===== src/rtl/mem_arb_pkg.sv =====
// Shared encodings for the unified-memory arbiter: FSM states, owner codes, mem_writeEn codes.
package mem_arb_pkg;

   typedef enum logic [1:0] {
      IDLE  = 2'd0,
      ISSUE = 2'd1,
      BUSY  = 2'd2,
      ERR   = 2'd3
   } state_t;

   typedef enum logic {
      OWN_I = 1'b0,
      OWN_D = 1'b1
   } owner_t;

   // mem_writeEn from control: bit 1 requests an access, bit 0 selects write
   localparam logic [1:0] MEMOP_NONE = 2'b00;
   localparam logic [1:0] MEMOP_RD   = 2'b10;
   localparam logic [1:0] MEMOP_WR   = 2'b11;

   function automatic logic memop_is_wr(input logic [1:0] op);
      return op == MEMOP_WR;
   endfunction

endpackage


===== src/rtl/mem_arb_wdog.sv =====
// Busy-cycle watchdog: clearable, enabled counter with terminal count at TIMEOUT-1.
module mem_arb_wdog #(
   parameter int TIMEOUT = 32
) (
   input  logic clk,
   input  logic rst,
   input  logic clr,
   input  logic en,
   output logic tc
);

   localparam int CW = $clog2(TIMEOUT);

   logic [CW-1:0] cnt;

   always_ff @(posedge clk) begin
      if (rst || clr)
         cnt <= '0;
      else if (en)
         cnt <= cnt + CW'(1);
   end

   assign tc = (cnt == CW'(TIMEOUT - 1));

endmodule


===== src/rtl/mem_arbiter.sv =====
// Arbitrates fetch and load/store onto one variable-latency memory, one access at a time.
// Define ARB_ROUND_ROBIN_EN to alternate grants on simultaneous requests instead of D-first.
module mem_arbiter
   import mem_arb_pkg::*;
#(
   parameter int AW      = 16,
   parameter int DW      = 16,
   parameter int TIMEOUT = 32
) (
   input  logic          clk,
   input  logic          rst,
   input  logic          i_req,
   input  logic [AW-1:0] i_addr,
   output logic [DW-1:0] i_rdata,
   output logic          i_done,
   output logic          i_stall,
   input  logic [1:0]    d_op,
   input  logic [AW-1:0] d_addr,
   input  logic [DW-1:0] d_wdata,
   output logic [DW-1:0] d_rdata,
   output logic          d_done,
   output logic          d_stall,
   output logic          mem_en,
   output logic          mem_wr,
   output logic [AW-1:0] mem_addr,
   output logic [DW-1:0] mem_wdata,
   input  logic [DW-1:0] mem_rdata,
   input  logic          mem_done,
   output logic          err
);

   state_t        state, state_nxt;
   owner_t        owner;
   logic          d_req, win_d, grant, unaligned, issue, complete, wdog_tc;
   logic [AW-1:0] win_addr;

   assign d_req = d_op[1];

`ifdef ARB_ROUND_ROBIN_EN
   owner_t last_owner;

   assign win_d = d_req & (~i_req | (last_owner == OWN_I));

   always_ff @(posedge clk) begin
      if (rst)
         last_owner <= OWN_I;
      else if (grant)
         last_owner <= win_d ? OWN_D : OWN_I;
   end
`else
   assign win_d = d_req;
`endif

   // No grant in the cycle a done pulse is out: the requester still holds its request then
   assign grant     = (state == IDLE) & ~i_done & ~d_done & (d_req | i_req);
   assign win_addr  = win_d ? d_addr : i_addr;
   assign unaligned = win_addr[0];
   assign issue     = grant & ~unaligned;
   assign complete  = (state == BUSY) & mem_done;

   assign i_stall = i_req & ~i_done;
   assign d_stall = d_req & ~d_done;

   mem_arb_wdog #(.TIMEOUT(TIMEOUT)) u_wdog (
      .clk (clk),
      .rst (rst),
      .clr (state == ISSUE),
      .en  (state == BUSY),
      .tc  (wdog_tc)
   );

   always_comb begin
      state_nxt = state;
      case (state)
         IDLE:    if (grant) state_nxt = unaligned ? ERR : ISSUE;
         ISSUE:   state_nxt = BUSY;
         BUSY:    if (mem_done) state_nxt = IDLE;
                  else if (wdog_tc) state_nxt = ERR;
         default: state_nxt = ERR;
      endcase
   end

   always_ff @(posedge clk) begin
      if (rst) begin
         state     <= IDLE;
         owner     <= OWN_I;
         i_rdata   <= '0;
         d_rdata   <= '0;
         i_done    <= 1'b0;
         d_done    <= 1'b0;
         mem_en    <= 1'b0;
         mem_wr    <= 1'b0;
         mem_addr  <= '0;
         mem_wdata <= '0;
         err       <= 1'b0;
      end else begin
         state  <= state_nxt;
         mem_en <= issue;
         i_done <= complete & (owner == OWN_I);
         d_done <= complete & (owner == OWN_D);
         err    <= err | (state_nxt == ERR);
         if (issue) begin
            mem_addr <= win_addr;
            mem_wr   <= win_d & memop_is_wr(d_op);
            owner    <= win_d ? OWN_D : OWN_I;
            if (win_d)
               mem_wdata <= d_wdata;
         end
         if (complete) begin
            if (owner == OWN_I)
               i_rdata <= mem_rdata;
            else if (!mem_wr)
               d_rdata <= mem_rdata;
         end
      end
   end

endmodule


===== config.mk =====
export PLATFORM = sky130hd
export DESIGN_NAME = mem_arbiter
export DESIGN_NICKNAME = d
export VERILOG_FILES = /design/src/rtl/mem_arb_pkg.sv /design/src/rtl/mem_arb_wdog.sv /design/src/rtl/mem_arbiter.sv
export SDC_FILE = /design/constraint.sdc
export NUM_CORES = 1
export LEC_CHECK = 0
export CAP_MARGIN = 20
export CORE_UTILIZATION = 30
export CTS_CLUSTER_DIAMETER = 30
export DETAILED_ROUTE_END_ITERATION = 7
export HOLD_SLACK_MARGIN = 0.02
export RECOVER_POWER = 100
export REMOVE_ABC_BUFFERS = 1
export SETUP_SLACK_MARGIN = 0.2
export SLEW_MARGIN = 10
export SYNTH_ARGS = -nofsm -noshare
export SYNTH_HDL_FRONTEND = slang
export SYNTH_SLANG_ARGS = --single-unit

===== constraint.sdc =====
create_clock -name clk -period 2.8 [get_ports clk]
set_input_delay 0.56 -clock clk [delete_from_list [all_inputs] [get_ports clk]]
set_output_delay 0.56 -clock clk [all_outputs]
set_load 0.02 [all_outputs]

==> impl_metrics.tcl, run 1 <==
set metrics [dict create \
    status "completed" \
    critPathLaunchType "input port" \
    rsz0062_at_grt "no" \
    cts_buffers 9 \
    cts_tree "yes" \
    critPathKind "in2out" \
    insertion_delay_ps 340 \
    port-buffer-count 140 \
    post_synth_num_cell_types 34 \
    drive_gt1_share_pct 7.80 \
    synth_area_leaders "dfxtp_1 51%, nand2_1 12%, a21oi_1 8.7%, mux2i_1 5.9%, a211oi_2 5.8%" \
    synth_area_per_cell_sq_um 8.79 \
    first_global_vias 2610 \
    ant_nets 0 \
    grt_max_degree 44 \
    die_x_um 103 \
    grt_usage_pct 15.8 \
    clock.fmax_mhz 401 \
    crit_path_max_fanout 3 \
    period_needed_ps 2490 \
    tightest_slew_ps 898 \
    gp_congestion 0.708 \
    synthFlopType "dfxtp_1" \
    first_iter_violations 60 \
    cts.sink_count 77 \
    timing.final.crit_share_pct 89.1 \
    hold_viol_final 0 \
    grt_pass1_wl_um 12700 \
    drtPass1Iterations 4 \
    whs_ps 452 \
    cp.required_ps 2240 \
    yosysMostFrequentCell "nand2_1" \
    regArea_sq_mm 0.00154 \
    htree_num_levels 3 \
    power.density_mw_per_mm2 558 \
    end_kind "primary output" \
    layout.cells.non_filler 620 \
    postCtsSetupRepairBufs 0 \
    drc_errors 0 \
    nNetsFinal 554 \
    cts_hold_buf 0 \
    fin_skew_ps 9.58 \
    clockRootBuffer "clkbuf_8" \
    p_sw_mw 0.728 \
    synthTopCellsByCount "100 x nand2_1, 77 x dfxtp_1, 53 x a21oi_1" \
    power_leakage_nw 1.89 \
    ys_warn_count 0 \
    combPwrFrac_pct 20.4 \
    antenna_found_initial 0 \
    core_area_sq_mm 0.00982 \
    viasPerCell 4.52 \
    synthCells 346 \
    ioPinCount 141 \
    dp.cells 604 \
    min_path_type "reg2reg" \
    vias 2803 \
    fp.dieArea_sq_mm 0.0105 \
    path_clk_slew_ps 70 \
    multi_input_area_sq_mm 0.00136 \
    dieHeight_um 103 \
    yosysTopAreaCell "dfxtp_1" \
    synth.top_cell.area_share_pct 50.7 \
    max_slew_margin_pct 40.2 \
    cts_buffer_depth 2 \
    crit_arrival_ps 1930 \
    num-fill-cells 968 \
    drv_slew 0 \
    netlist_area_sq_mm 0.00304 \
    place_hpwl_um 5820 \
    switching_share_pct 27.4 \
    grt.overflow.total 0 \
    ir_drop_uv 326 \
    wirelength_um 8220 \
    cts-resized-gates 0 \
    areaGrowthSynthToFinish_pct 56.7 \
    start_util_pct 31.0 \
    maxCapViolCount 0 \
    fin_util_pct 48.5 \
    p_clk_share_pct 34.3 \
    finalPower_mw 2.66 \
    yosysSeqAreaShare_pct 50.7 \
    wl_per_cell_um 13.3 \
    seq_power_share_pct 45.3 \
    async_flop_share_pct 0 \
    setup_violations 0 \
    p_int_mw 1.93 \
    diodes 0 \
    rows 36 \
    synth_edf_count 0 \
    fin_tns_setup_ps 0 \
    synth_seq_cells 77 \
]
==> metrics by stage <==
stage,cell area [sq um],setup WS (ps)
final,4760,306
after global routing,4760,191
after CTS,4790,429
after detailed placement,4570,372
after global placement,4570,418
after floorplan,2920,509
==> power groups by stage <==
stage | logic, mW | clock network, mW | registers, mW
final | 0.543 | 0.912 | 1.21
after global routing | 0.590 | 0.990 | 1.22
after CTS | 0.581 | 0.939 | 1.21
after detailed placement | 0.579 | 0 | 1.23
after global placement | 0.572 | 0 | 1.23
after floorplan | 0.194 | 0 | 1.30
==> worst paths after layout <==
kind | slack (ps) | endpoint | cells past startpoint | startpoint
worst max-delay path | 310 | d_stall | 3 | d_op[1]
worst min-delay path | 450 | i_rdata[3] | 2 | i_rdata[3]
worst max register to register | 740 | mem_wdata[1] | 4 | state[1]
worst min register to register | 450 | i_rdata[3] | 2 | i_rdata[3]
==> critical path: stages <==
cell and delay [ps]:
dlygate4sd3_1 570, nor2b_1 130, dlygate4sd3_1 670
==> metal layers <==
layer  wire (um)  vias up  global-route usage [%]  share of wire [%]
met3         585        9                    6.37                7.1
li1            -     1434                       -                  -
met5           0        -                       0                  0
met4          89        0                    4.40                1.1
met2        4100       77                    27.7                 50
met1        3440     1283                    17.7                 42
==> logic make-up (layout without fill, tap and decap cells) <==
group                      count (synthesis)  in the layout  share of synthesized area [%]
buffers and inverters                     24            165                           4.16
and+or+nand+nor                          147            147                           21.1
xor gates and xnor gates                   1              1                          0.288
AOI/OAI and AO/OA                         77             77                           17.0
muxes                                     18             18                           5.93
adders and majority gates                  2              2                          0.823
DFF                                       77             77                           50.7
==> registers in the layout (all words and copies together) (netlist names) <==
register / flops
state: 2
mem_en: 1
mem_wdata: 16
mem_wr: 1
mem_addr: 16
d_rdata: 16
err: 1
i_done: 1
u_wdog.cnt: 5
owner: 1
d_done: 1
i_rdata: 16
==> cell usage in the layout (no fill, tap or decap), drive strengths merged, types with 3 or more instances in the layout <==
cell and instances:
a211oi 15, a21oi 53, a22oi 3, buf 7, clkbuf 13, clkdlybuf4s50 66
dfxtp 77, dlygate4sd3 73, mux2i 18, nand2 100, nand3b 3, nor2 26
nor2b 4, nor3b 4
==> final cells by class <==
cell class	instances	area share [%]
Sequential cell	77	32.4
Timing Repair Buffer	148	30.9
Multi-Input combinational cell	245	28.6
Tap cell	133	3.49
Clock buffer	11	2.76
Clock inverter	5	1.79
Inverter	1	0.0788
No activity file was read; power rests on OpenSTA's default activity.
==> run 2, diff against run 1 <==
Settings changed: SKIP_LAST_GASP from default to 1.
==> results of run 2 <==
Same layout as run 1: the final DEF is identical, and so are final timing and power.
